## src/rtl/alu_arbiter_pkg.sv

```systemverilog
// -----------------------------------------------------------------------------
// alu_arb_pkg
// Shared types and helpers for the round-robin ALU arbiter:
//   arb_state_t : arbiter FSM states (IDLE, EXEC, RESP)
//   ALU_*       : alucontrol encodings understood by the shared ALU
//   rr_pick     : round-robin selection over up to 8 request lines
// No ports (package).
// -----------------------------------------------------------------------------
package alu_arb_pkg;

  typedef enum logic [1:0] {
    IDLE = 2'b00,
    EXEC = 2'b01,
    RESP = 2'b10
  } arb_state_t;

  localparam logic [2:0] ALU_ADD = 3'b000;
  localparam logic [2:0] ALU_SUB = 3'b001;
  localparam logic [2:0] ALU_AND = 3'b010;
  localparam logic [2:0] ALU_OR  = 3'b011;

  // Result of a round-robin search: found=0 means no line was requesting.
  typedef struct packed {
    logic       found;
    logic [2:0] idx;
  } rr_grant_t;

  // First set bit of valid, scanning ptr, ptr+1, ... modulo n (n in 1..8,
  // ptr < n). Bits at or above n are never considered.
  function automatic rr_grant_t rr_pick(input logic [7:0] valid,
                                        input logic [2:0] ptr,
                                        input logic [3:0] n);
    rr_grant_t  g;
    logic [3:0] cand;
    g.found = 1'b0;
    g.idx   = 3'b000;
    for (int k = 0; k < 8; k++) begin
      // ptr < n and k < n, so a single subtraction performs the modulo.
      cand = {1'b0, ptr} + 4'(k);
      if (cand >= n) begin
        cand = cand - n;
      end else begin
        cand = cand;
      end
      if ((4'(k) < n) && !g.found && valid[cand[2:0]]) begin
        g.found = 1'b1;
        g.idx   = cand[2:0];
      end else begin
        g = g;
      end
    end
    return g;
  endfunction

endpackage

```

## src/rtl/alu_arbiter_if.sv

```systemverilog
// -----------------------------------------------------------------------------
// alu_arbiter_if
// Bundles the per-requester request/response channels of the ALU arbiter.
//   req_valid/req_ready : request handshake, one bit per requester
//   req_a/req_b/req_op  : operands and alucontrol, one lane per requester
//   rsp_valid/rsp_ready : response handshake, one bit per requester
//   rsp_result/rsp_zero : shared response bus, qualified by rsp_valid
//   busy                : arbiter is not idle
// Modports: master = requester side, slave = arbiter side.
// -----------------------------------------------------------------------------
interface alu_arbiter_if
  import alu_arb_pkg::*;
#(
  parameter int XLEN    = 32,
  parameter int NUM_REQ = 2
);

  logic [NUM_REQ-1:0]           req_valid;
  logic [NUM_REQ-1:0]           req_ready;
  logic [NUM_REQ-1:0][XLEN-1:0] req_a;
  logic [NUM_REQ-1:0][XLEN-1:0] req_b;
  logic [NUM_REQ-1:0][2:0]      req_op;
  logic [NUM_REQ-1:0]           rsp_valid;
  logic [NUM_REQ-1:0]           rsp_ready;
  logic [XLEN-1:0]              rsp_result;
  logic                         rsp_zero;
  logic                         busy;

  modport master (
    output req_valid, req_a, req_b, req_op, rsp_ready,
    input  req_ready, rsp_valid, rsp_result, rsp_zero, busy
  );

  modport slave (
    input  req_valid, req_a, req_b, req_op, rsp_ready,
    output req_ready, rsp_valid, rsp_result, rsp_zero, busy
  );

endinterface

```

## src/rtl/alu_arbiter_alu.sv

```systemverilog
// -----------------------------------------------------------------------------
// alu_arbiter_alu
// Combinational ALU shared by all requesters of the arbiter.
//   a_i, b_i      : XLEN-bit operands
//   alucontrol_i  : operation select; bit 2 has no effect
//   result_o      : XLEN-bit result, wraps modulo 2^XLEN
//   zero_o        : 1 when result_o is all zeros
// -----------------------------------------------------------------------------
module alu_arbiter_alu
  import alu_arb_pkg::*;
#(
  parameter int XLEN = 32
) (
  input  logic [XLEN-1:0] a_i,
  input  logic [XLEN-1:0] b_i,
  input  logic [2:0]      alucontrol_i,
  output logic [XLEN-1:0] result_o,
  output logic            zero_o
);

  logic [2:0] op_s;

  // Bit 2 of alucontrol is masked off so 1xx aliases onto 0xx.
  assign op_s = alucontrol_i & 3'b011;

  // Operation decode.
  always_comb begin
    result_o = {XLEN{1'b0}};
    case (op_s)
      ALU_ADD: result_o = a_i + b_i;
      ALU_SUB: result_o = a_i + ~b_i + XLEN'(1'b1);
      ALU_AND: result_o = a_i & b_i;
      ALU_OR:  result_o = a_i | b_i;
      default: result_o = {XLEN{1'b0}};
    endcase
  end

  assign zero_o = (result_o == {XLEN{1'b0}});

endmodule

```

## src/rtl/alu_arbiter.sv

```systemverilog
// -----------------------------------------------------------------------------
// alu_arbiter
// Shares one ALU between NUM_REQ requesters using round-robin arbitration.
// A granted request's operands are latched, the ALU result is registered one
// cycle later, and the response is held until the owning requester takes it.
//   clk   : system clock, all state on the rising edge
//   rst_n : synchronous active-low reset
//   bus   : alu_arbiter_if slave modport (request/response channels, busy)
// -----------------------------------------------------------------------------
module alu_arbiter
  import alu_arb_pkg::*;
#(
  parameter int XLEN    = 32,
  parameter int NUM_REQ = 2,
  parameter int IDW     = (NUM_REQ > 1) ? $clog2(NUM_REQ) : 1
) (
  input logic          clk,
  input logic          rst_n,
  alu_arbiter_if.slave bus
);

  arb_state_t       state_q,  state_d;
  logic [IDW-1:0]   rr_ptr_q, rr_ptr_d;
  logic [IDW-1:0]   tag_q,    tag_d;
  logic [XLEN-1:0]  a_q,      a_d;
  logic [XLEN-1:0]  b_q,      b_d;
  logic [2:0]       op_q,     op_d;
  logic [XLEN-1:0]  result_q, result_d;
  logic             zero_q,   zero_d;

  rr_grant_t        grant_s;
  logic [IDW-1:0]   gnt_idx_s;
  logic [NUM_REQ-1:0] req_ready_s;
  logic [NUM_REQ-1:0] rsp_valid_s;
  logic [XLEN-1:0]  alu_result_s;
  logic             alu_zero_s;

  // The search only matters in IDLE; elsewhere its result is ignored.
  assign grant_s   = rr_pick(8'(bus.req_valid), 3'(rr_ptr_q), 4'(NUM_REQ));
  assign gnt_idx_s = IDW'(grant_s.idx);

  alu_arbiter_alu #(
    .XLEN (XLEN)
  ) u_alu (
    .a_i          (a_q),
    .b_i          (b_q),
    .alucontrol_i (op_q),
    .result_o     (alu_result_s),
    .zero_o       (alu_zero_s)
  );

  // Next-state, latch enables and request-side handshake.
  always_comb begin
    state_d     = state_q;
    rr_ptr_d    = rr_ptr_q;
    tag_d       = tag_q;
    a_d         = a_q;
    b_d         = b_q;
    op_d        = op_q;
    result_d    = result_q;
    zero_d      = zero_q;
    req_ready_s = {NUM_REQ{1'b0}};
    case (state_q)
      IDLE: begin
        if (grant_s.found) begin
          req_ready_s[gnt_idx_s] = 1'b1;
          a_d     = bus.req_a[gnt_idx_s];
          b_d     = bus.req_b[gnt_idx_s];
          op_d    = bus.req_op[gnt_idx_s];
          tag_d   = gnt_idx_s;
          state_d = EXEC;
        end else begin
          state_d = IDLE;
        end
      end
      EXEC: begin
        result_d = alu_result_s;
        zero_d   = alu_zero_s;
        state_d  = RESP;
      end
      RESP: begin
        // Only the owner's rsp_ready completes the transfer; the pointer
        // moves past the owner so it yields to the others next time.
        if (bus.rsp_ready[tag_q]) begin
          if (tag_q == IDW'(NUM_REQ - 1)) begin
            rr_ptr_d = {IDW{1'b0}};
          end else begin
            rr_ptr_d = tag_q + IDW'(1'b1);
          end
          state_d = IDLE;
        end else begin
          state_d = RESP;
        end
      end
      default: begin
        state_d = IDLE;
      end
    endcase
  end

  // State and datapath registers with synchronous reset.
  always_ff @(posedge clk) begin
    if (!rst_n) begin
      state_q  <= IDLE;
      rr_ptr_q <= {IDW{1'b0}};
      tag_q    <= {IDW{1'b0}};
      a_q      <= {XLEN{1'b0}};
      b_q      <= {XLEN{1'b0}};
      op_q     <= 3'b000;
      result_q <= {XLEN{1'b0}};
      zero_q   <= 1'b0;
    end else begin
      state_q  <= state_d;
      rr_ptr_q <= rr_ptr_d;
      tag_q    <= tag_d;
      a_q      <= a_d;
      b_q      <= b_d;
      op_q     <= op_d;
      result_q <= result_d;
      zero_q   <= zero_d;
    end
  end

  // Response valid decodes straight from registered state and tag.
  always_comb begin
    rsp_valid_s = {NUM_REQ{1'b0}};
    if (state_q == RESP) begin
      rsp_valid_s[tag_q] = 1'b1;
    end else begin
      rsp_valid_s = {NUM_REQ{1'b0}};
    end
  end

  assign bus.req_ready  = req_ready_s;
  assign bus.rsp_valid  = rsp_valid_s;
  assign bus.rsp_result = result_q;
  assign bus.rsp_zero   = zero_q;
  assign bus.busy       = (state_q != IDLE);

endmodule

```

## src/flat_wrapper.sv

```systemverilog
// flat-port wrapper written by rule: the top's interface ports become plain ports
module alu_arbiter_flat import alu_arb_pkg::*;
#(
  parameter int XLEN    = 32,
  parameter int NUM_REQ = 2,
  parameter int IDW     = (NUM_REQ > 1) ? $clog2(NUM_REQ) : 1
)
  (clk, rst_n, bus_req_valid, bus_req_a, bus_req_b, bus_req_op, bus_rsp_ready, bus_req_ready, bus_rsp_valid, bus_rsp_result, bus_rsp_zero, bus_busy);
  alu_arbiter_if #(.XLEN(XLEN), .NUM_REQ(NUM_REQ)) bus_i ();
  input logic clk;
  input logic rst_n;
  input wire logic [$bits(bus_i.req_valid)-1:0] bus_req_valid;
  input wire logic [$bits(bus_i.req_a)-1:0] bus_req_a;
  input wire logic [$bits(bus_i.req_b)-1:0] bus_req_b;
  input wire logic [$bits(bus_i.req_op)-1:0] bus_req_op;
  input wire logic [$bits(bus_i.rsp_ready)-1:0] bus_rsp_ready;
  output wire logic [$bits(bus_i.req_ready)-1:0] bus_req_ready;
  output wire logic [$bits(bus_i.rsp_valid)-1:0] bus_rsp_valid;
  output wire logic [$bits(bus_i.rsp_result)-1:0] bus_rsp_result;
  output wire logic [$bits(bus_i.rsp_zero)-1:0] bus_rsp_zero;
  output wire logic [$bits(bus_i.busy)-1:0] bus_busy;
  assign bus_i.req_valid = bus_req_valid;
  assign bus_i.req_a = bus_req_a;
  assign bus_i.req_b = bus_req_b;
  assign bus_i.req_op = bus_req_op;
  assign bus_i.rsp_ready = bus_rsp_ready;
  assign bus_req_ready = bus_i.req_ready;
  assign bus_rsp_valid = bus_i.rsp_valid;
  assign bus_rsp_result = bus_i.rsp_result;
  assign bus_rsp_zero = bus_i.rsp_zero;
  assign bus_busy = bus_i.busy;
  alu_arbiter #(.XLEN(XLEN), .NUM_REQ(NUM_REQ), .IDW(IDW)) u_core (.clk(clk), .rst_n(rst_n), .bus(bus_i));
endmodule
```

## config.mk

```make
export PLATFORM = sky130hd
export DESIGN_NAME = alu_arbiter_flat
export DESIGN_NICKNAME = d
export VERILOG_FILES = /design/src/rtl/alu_arbiter_pkg.sv /design/src/rtl/alu_arbiter_if.sv /design/src/rtl/alu_arbiter_alu.sv /design/src/rtl/alu_arbiter.sv /design/src/flat_wrapper.sv
export SDC_FILE = /design/constraint.sdc
export NUM_CORES = 1
export LEC_CHECK = 0
export BUFFER_PORTS_ARGS = -buffer_cell sky130_fd_sc_hd__buf_2
export CAP_MARGIN = 20
export CELL_PAD_IN_SITES_DETAIL_PLACEMENT = 0
export CELL_PAD_IN_SITES_GLOBAL_PLACEMENT = 2
export CORE_MARGIN = 5
export CORE_UTILIZATION = 25
export CTS_CLUSTER_SIZE = 20
export DETAILED_ROUTE_END_ITERATION = 12
export MAX_ROUTING_LAYER = met4
export PLACE_DENSITY_LB_ADDON = 0.05
export SKIP_LAST_GASP = 1
export SLEW_MARGIN = 20
export SYNTH_ARGS = -nofsm -noshare
export SYNTH_HDL_FRONTEND = slang
export SYNTH_HIERARCHICAL = 1
export SYNTH_SLANG_ARGS = --single-unit
```

## constraint.sdc

```tcl
create_clock -name clk -period 10.9 [get_ports clk]
set_input_delay 0.545 -clock clk [delete_from_list [all_inputs] [get_ports clk]]
set_output_delay 0.545 -clock clk [all_outputs]
set_load 0.02 [all_outputs]
```

==> results of run 1 <==
==> placed cells by master, fill, tap and decap left out, types with 17 or more instances in the layout <==
| cell type | n |
|---|---|
| nand2_1 | 132 |
| a31oi_1 | 62 |
| nor3_1 | 26 |
| o311a_1 | 17 |
| nand3_1 | 17 |
| a21boi_0 | 19 |
| ha_1 | 104 |
| and3_1 | 19 |
| xnor2_1 | 17 |
| o21ai_0 | 105 |
| a21oi_1 | 97 |
| a21o_1 | 20 |
| nand4_1 | 107 |
| inv_1 | 100 |
| nor2_1 | 68 |
| buf_2 | 175 |
| o21bai_1 | 25 |
| dfxtp_1 | 101 |
==> critical path, cell delays in order (launching register included) <==
cell and delay [ps]:
dfxtp_1 460, inv_1 110, ha_1 460, a21oi_1 420, nor3b_1 530, a211oi_1 250
nor4_1 690, nor3_1 220, a221o_1 370, or2_2 310, nand4b_1 200, or4_4 520
nor4b_4 210, nand2_1 80, a21oi_1 120
==> registers in the layout, indices dropped and copies added (netlist names) <==
signal / cells
u_core/bus.rsp_zero: 1
u_core/tag_q: 1
u_core/bus.rsp_result: 32
u_core/a_q: 32
u_core/op_q: 2
u_core/rr_ptr_q: 1
u_core/state_q: 2
u_core/b_q: 32
==> per-stage QoR <==
stage	util [%]	instances	hold slack, ps	worst slack [ps]
floorplan	-	1373	471	6770
global placement	28.1	1969	444	5860
detailed placement	28.1	1969	444	5880
CTS	28.8	1985	416	5870
global route	28.8	1989	443	5660
finish	28.8	1989	438	5890
==> power groups by stage <==
stage               Sequential (uW)  Combinational [uW]  Clock, uW
CTS                             466                 751        370
detailed placement              475                 748          0
global placement                473                 753          0
finish                          465                 754        350
floorplan                       463                 514          0
global route                    471                 832        377
==> cell type report <==
class	instances	area (sq um)
fill	4516	28300
antenna	4	10.0
clock inverter	5	41.3
multi-input combinational	1047	7060
sequential	103	2060
tap	525	657
timing repair buffer	191	996
clock buffer	11	243
inverter	103	387
==> per-layer routing <==
metal | up-vias | routed length (microns)
li1 | 5207 | -
met1 | 5130 | 25100
met2 | 290 | 17700
met3 | 25 | 1880
met4 | 0 | 417
met5 | - | 0
==> final timing paths <==
path / from / end / slack, ps / depth (start not counted)
max: u_core/b_q[7] / u_core/bus.rsp_zero / 5890 / 14
min: bus_req_b[44] / u_core/b_q[12] / 440 / 3
max reg2reg: u_core/b_q[7] / u_core/bus.rsp_zero / 5890 / 14
min reg2reg: u_core/bus.rsp_result[11] / u_core/bus.rsp_result[11] / 450 / 2
==> out/summary.txt, run 1 <==
CP Data Arrival Time: 5330 ps
synthesized cell area: 10,100 sq um
switch share: 46.4%
Iter 0 DRT Violations: 929
clock tree from TritonCTS: done
# rows: 73
die area: 44,300 sq um
clock power share: 22.3%
WL/cell: 22.7 microns
Slew headroom: 27.1%
gpl congestion: 0.848
fin crit period: 5010 ps
Resize count post-CTS: 0
DRC Markers: 0
Syn Inst Count: 1,373
Worst Path Required: 11,210 ps
first-pass GRT wire length: 67,900 microns
drt total wl: 45,100 microns
vias in the first global route: 10,400
Startpoint Class: flip-flop
synthesis-to-finish area growth: 13.9%
GRT overflow: 0
worst clock skew: 11.2 ps
Antenna Nets Post-Route: 0
Total GRT Usage: 20.4%
P per Cell Area: 137 nW/um^2
Fin. Hold Viols: 0
final period utilization: 46.0%
status: finished clean
fmax: 200 MHz
Gate power share: 48.0%
placed cell area: 11,200 sq um
drt first pass iters: 5
Worst-path clk slew: 90 ps
Static Leakage: 0.00470 uW
fin. max-slew vios: 0
chip width: 211 microns
Syn Area/Cell: 7.32 sq um
critical path capture point type: flip-flop
Max IR drop VDD: 0.0804 mV
WS Path Type: flip-flop to flip-flop
CORE AREA: 39,700 sq um
Tot Pwr: 1570 uW
Setup Fix Bufs, Post-CTS: 0
Die H: 211 microns
YS warnings: 6
Sink Count: 103
max-capacitance violation count: 0
Clock Latency Late Sink: 390 ps
Int Pwr: 841 uW
nets: 1,701
fin area: 11,500 sq um
number of top-level pins: 178
Via density: 5.36
GR peak layer: met1
GRT met3 Usage: 2.68%
worst-margin pin slew: 1090 ps
Psw: 728 uW
CTS buffer count: 9
setup TNS: 0 ps
Root Driver: clkbuf_16
share of layout cells above drive strength 1: 16.0%
synthesized net count: 1,619
Vias: 10,700
final setup vio count: 0
worst-path maximum fanout: 13
largest net degree at the start of global routing: 87
IO buf count: 175
met2 usage: 27.0%
unrepaired setup endpoints after global routing: no
M1 GR Usage: 32.6%
Starting Density: 25.3%
CTS H-Tree Depth: 3
Detail Placement HPWL: 34,100 microns
CTS Hold Bufs: 0
clock buffer depth: 2
Min-Delay Path Class: input pin to flip-flop
number of antenna violations at the first check in global routing: 4
Sequential Power Share: 29.6%
Note: power is estimated with default switching activity, not from simulation.
==> run 2, diff against run 1 <==
==> constraint.sdc (replaced) <==
create_clock -name clk -period 4.2 [get_ports clk]
set_input_delay 0.21 -clock clk [delete_from_list [all_inputs] [get_ports clk]]
set_output_delay 0.21 -clock clk [all_outputs]
set_load 0.02 [all_outputs]
==> run 2 against run 1 <==
The run now ends with negative setup slack left. Die area unchanged. Clock power up 150%. First-iteration DRC count is 1.9% higher. Critical endpoint unchanged. Highest routed layer unchanged.
==> out/summary.txt, run 2 (synthesized netlist as in run 1, its figures left out) <==
metal3 WL: 2100 microns
Starting Density: 25.3%
fin crit period: 4340 ps
fin area: 12,800 sq um
Top Layer Used: met4
Worst Path Required: 4500 ps
synthesis-to-finish area growth: 27.2%
Antenna Nets Post-Route: 0
Iter 0 DRT Violations: 947
first-pass GRT wire length: 72,300 microns
unrepaired setup endpoints after global routing: yes
clock buffer depth: 2
WHS Path Cells: 3
Worst-path clk slew: 80 ps
Slew headroom: 38.6%
fmax: 230 MHz
Static Leakage: 0.00556 uW
worst clock skew: 15.2 ps
Startpoint Class: flip-flop
switch share: 44.4%
final period utilization: 103%
Die H: 211 microns
CTS Hold Bufs: 0
P per Cell Area: 352 nW/um^2
fin. max-slew vios: 0
# rows: 73
violated checks: negative setup slack
placed cell area: 12,500 sq um
die area: 44,300 sq um
CTS buffer count: 9
clock power share: 19.4%
Root Driver: clkbuf_16
Met2 Wirelength: 18,800 microns
M1 WL: 26,600 microns
drt first pass iters: 5
CORE AREA: 39,700 sq um
Sequential Power Share: 25.8%
gpl congestion: 0.879
commonest cells after routing, fill and taps aside: 182 x buf_4, 175 x buf_2, 132 x nand2_1
CTS H-Tree Depth: 3
fillers: 4,439
IO buf count: 175
worst-path maximum fanout: 2
largest net degree at the start of global routing: 89
DRC Markers: 0
Sink Count: 103
Setup Fix Bufs, Post-CTS: 0
Max IR drop VDD: 0.176 mV
WS Path Type: flip-flop to flip-flop
Gate power share: 54.8%
WL/cell: 22.2 microns
drt total wl: 47,900 microns
Fin. Hold Viols: 0
vias in the first global route: 11,000
Vias: 11,300
chip width: 211 microns
worst-margin pin slew: 922 ps
Total GRT Usage: 21.7%
Register-to-Register Path Depth: 17
critical path capture point type: flip-flop
GRT overflow: 0
number of antenna violations at the first check in global routing: 2
final setup vio count: 1
share of layout cells above drive strength 1: 25.2%
Int Pwr: 2500 uW
CP Data Arrival Time: 4640 ps
clock tree from TritonCTS: done
commonest non-fill, non-tap cell in the layout: buf_4
Psw: 2000 uW
number of top-level pins: 178
worst setup margin: -140 ps
max-capacitance violation count: 0
Min-Delay Path Class: input pin to flip-flop
post-place setup slack: -399 ps
Via density: 5.25
nets: 1,870
Detail Placement HPWL: 38,200 microns
status: complete, but fails checks
Clock Latency Late Sink: 380 ps
==> run 2: cell types whose count changed in the layout (fill, tap and decap cells not counted), moves of 2 or more <==
cell	previous run	this run
buf_4	16	182
buf_12	0	3
diode_2	4	1
fa_1	2	0
fa_2	0	2
==> run 2: metrics by stage <==
stage	power [uW]	std cells	hold WS, ps	util, %	setup TNS [ps]
finish	4500	2154	105	32.2	-140
global route	4800	2154	109	32.2	-409
floorplan	2530	1373	384	-	0
CTS	4520	2153	85.2	32.1	-233
global placement	3630	2138	443	31.4	-407
detailed placement	3620	2138	445	31.4	-399
==> run 2: power groups by stage <==
stage | Sequential (uW) | Combinational, uW | Clock, uW
after global routing | 1180 | 2690 | 935
after detailed placement | 1190 | 2430 | 0
after CTS | 1160 | 2450 | 903
after global placement | 1180 | 2440 | 0
after floorplan | 1200 | 1330 | 0
final | 1160 | 2460 | 871
==> run 2: worst paths after layout <==
check                       startpoint                   endpoint  slack (ps)
max                      u_core/a_q[0]        u_core/bus.rsp_zero        -140
min                      bus_req_op[1]             u_core/op_q[1]         110
max reg2reg              u_core/a_q[0]        u_core/bus.rsp_zero        -140
min reg2reg  u_core/bus.rsp_result[14]  u_core/bus.rsp_result[14]         450
==> run 2: what timing repair did <==
action | 4_1_cts | 5_1_grt
gates resized for setup | 8 | 3
pin swaps | 7 | 3
setup endpoints to repair | 1 | 2
==> run 2: worst max-delay path: stages, from the launching register on <==
cell and delay, ps:
dfxtp_1 320, inv_1 80, ha_2 180, inv_1 60, fa_2 350, nor2b_1 160, o2111ai_1 210, o311ai_2 150
o31a_1 290, o31a_1 280, or4_4 540, or4b_4 510, nor4_4 160, nand4b_1 130, or4_4 440, nor4b_4 210
nand2_1 70, a21oi_1 120
==> run 2: area by class of cell <==
type | instances | area, sq um | area share (%)
inverters | 103 | 387 | 3.02
well taps | 525 | 657 | 5.14
flip-flops and latches | 103 | 2060 | 16.1
clock buffers | 9 | 225 | 1.76
diodes | 1 | 2.50 | 0.0196
multi-input cells | 1047 | 7110 | 55.6
clock inverters | 6 | 43.8 | 0.342
repair buffers | 360 | 2300 | 18.0
==> run 2: per-layer routing <==
layer / vias up / GRT usage [%]
met5: - / -
met1: 5404 / 35.5
met4: 0 / 3.53
li1: 5525 / -
met2: 356 / 28.2
met3: 20 / 2.40
==> run 3, diff against run 2 <==
--- a/config.mk
+++ b/config.mk
@@ -11,10 +11,12 @@
 export CELL_PAD_IN_SITES_GLOBAL_PLACEMENT = 2
 export CORE_MARGIN = 5
 export CORE_UTILIZATION = 25
+export CTS_CLUSTER_DIAMETER = 80
 export CTS_CLUSTER_SIZE = 20
 export DETAILED_ROUTE_END_ITERATION = 12
 export MAX_ROUTING_LAYER = met4
 export PLACE_DENSITY_LB_ADDON = 0.05
+export RECOVER_POWER = 25
 export SKIP_LAST_GASP = 1
 export SLEW_MARGIN = 20
 export SYNTH_ARGS = -nofsm -noshare
==> run 3 against run 2 <==
The run still ends with negative setup slack left. Final area fell by 0.32%. First-iteration DRC count rose by 4.5%. Global-route usage did not move. Critical endpoint unchanged. Critical path type unchanged.
==> out/summary.txt, run 3 (synthesized netlist as in run 1, its figures left out) <==
Finished Core Util: 32.1%
Fin. Hold Viols: 0
Total GRT Usage: 21.7%
Vias: 11,300
GRT overflow: 0
gpl congestion: 0.879
commonest non-fill, non-tap cell in the layout: buf_4
nets: 1,870
share of layout cells above drive strength 1: 23.2%
fin crit period: 4340 ps
number of top-level pins: 178
synthesis-to-finish area growth: 26.8%
DRC Markers: 0
Min-Delay Path Class: input pin to flip-flop
fmax: 231 MHz
Max IR drop VDD: 0.175 mV
die area: 44,300 sq um
max-capacitance violation count: 0
slowest stage cell, crit path: or4_4
WS Path Type: flip-flop to flip-flop
Worst Path Required: 4500 ps
CORE AREA: 39,700 sq um
worst clock skew: 15.6 ps
worst-margin pin slew: 941 ps
number of antenna violations at the first check in global routing: 2
Antenna Nets Post-Route: 0
Sink Count: 103
Via density: 5.25
final period utilization: 103%
Die H: 211 microns
fin area: 12,700 sq um
fin. max-slew vios: 0
Iter 0 DRT Violations: 990
Worst-path clk slew: 80 ps
clock tree from TritonCTS: done
largest net degree at the start of global routing: 89
first-pass GRT wire length: 72,300 microns
Starting Density: 25.3%
Clock Latency Late Sink: 380 ps
vias in the first global route: 11,000
violated checks: negative setup slack
chip width: 211 microns
# rows: 73
drt first pass iters: 5
commonest cells after routing, fill and taps aside: 182 x buf_4, 142 x buf_2, 132 x nand2_1
IO buf count: 175
P per Cell Area: 353 nW/um^2
placed cell area: 12,500 sq um
clock buffer depth: 2
worst setup margin: -136 ps
drt total wl: 48,000 microns
CTS H-Tree Depth: 3
Static Leakage: 0.00542 uW
CP peak stage delay: 540 ps
Root Driver: clkbuf_16
Tot Pwr: 4490 uW
setup TNS: -136 ps
CTS Hold Bufs: 0
worst-path maximum fanout: 2
Slew headroom: 37.3%
final setup vio count: 1
status: complete, but fails checks
WL/cell: 22.3 microns
unrepaired setup endpoints after global routing: yes
critical path capture point type: flip-flop
CTS buffer count: 9
CP Cell Sequence: inv_1 -> ha_2 -> inv_1 -> fa_2 -> nor2b_1 -> o2111ai_1 -> o311ai_2 -> o31a_1 -> o31a_1 -> or4_4 -> or4b_4 -> nor4_4 -> nand4b_1 -> or4_4 -> nor4b_4 -> nand2_1 -> a21oi_1
CP Data Arrival Time: 4640 ps
Detail Placement HPWL: 38,200 microns
Startpoint Class: flip-flop
==> run 3: power by group <==
group	internal, uW	total (uW)	switching, uW
Sequential	1080	1160	85.3
Clock	404	873	469
Combinational	1010	2460	1450
==> run 3: path summary, 6_finish.rpt <==
kind                                                start                        end  slack [ps]  depth (start not counted)
worst max register to register              u_core/a_q[0]        u_core/bus.rsp_zero        -140                         17
worst min register to register  u_core/bus.rsp_result[14]  u_core/bus.rsp_result[14]         460                          2
worst min-delay path                        bus_req_op[1]             u_core/op_q[1]         110                          3
worst max-delay path                        u_core/a_q[0]        u_core/bus.rsp_zero        -140                         17
==> run 3: layout make-up <==
class	count	area, sq um
diodes	1	2.50
clock buffers	9	225
clock inverters	6	43.8
fillers	4446	27000
inverters	103	387
multi-input cells	1047	7110
flip-flops and latches	103	2060
well taps	525	657
repair buffers	360	2260
==> run 3: metrics by stage <==
stage | std cells | setup slack [ps] | hold slack [ps]
after global placement | 2138 | -407 | 443
after floorplan | 1373 | 71.7 | 384
after CTS | 2153 | -233 | 85.2
after global routing | 2154 | -409 | 109
after detailed placement | 2138 | -399 | 445
final | 2154 | -136 | 105
==> run 3: repair_timing <==
action | CTS | global route
setup buffers | 0 | 0
setup endpoints to repair | 1 | 2
resized for setup | 8 | 3
hold endpoints to repair | 0 | 0
pin swaps | 7 | 3
==> run 3: critical path: cells and delay by family (launching register included) <==
| family | cells | cell delay (ps) |
|---|---|---|
| buffers and inverters | 2 | 140 |
| adder cells (fa/ha/maj) | 2 | 520 |
| AO/OA/AOI/OAI | 5 | 1050 |
| AND/OR/NAND/NOR | 8 | 2220 |
| flip-flops | 1 | 320 |
==> run 3: routing by layer <==
layer  GRT usage, %  vias up  part of all wire, %
met3           2.40       20                  4.5
met4           3.53        0                 0.80
met2           28.2      358                   39
li1               -     5533                    -
met1           35.5     5398                   56
met5              -        -                    0
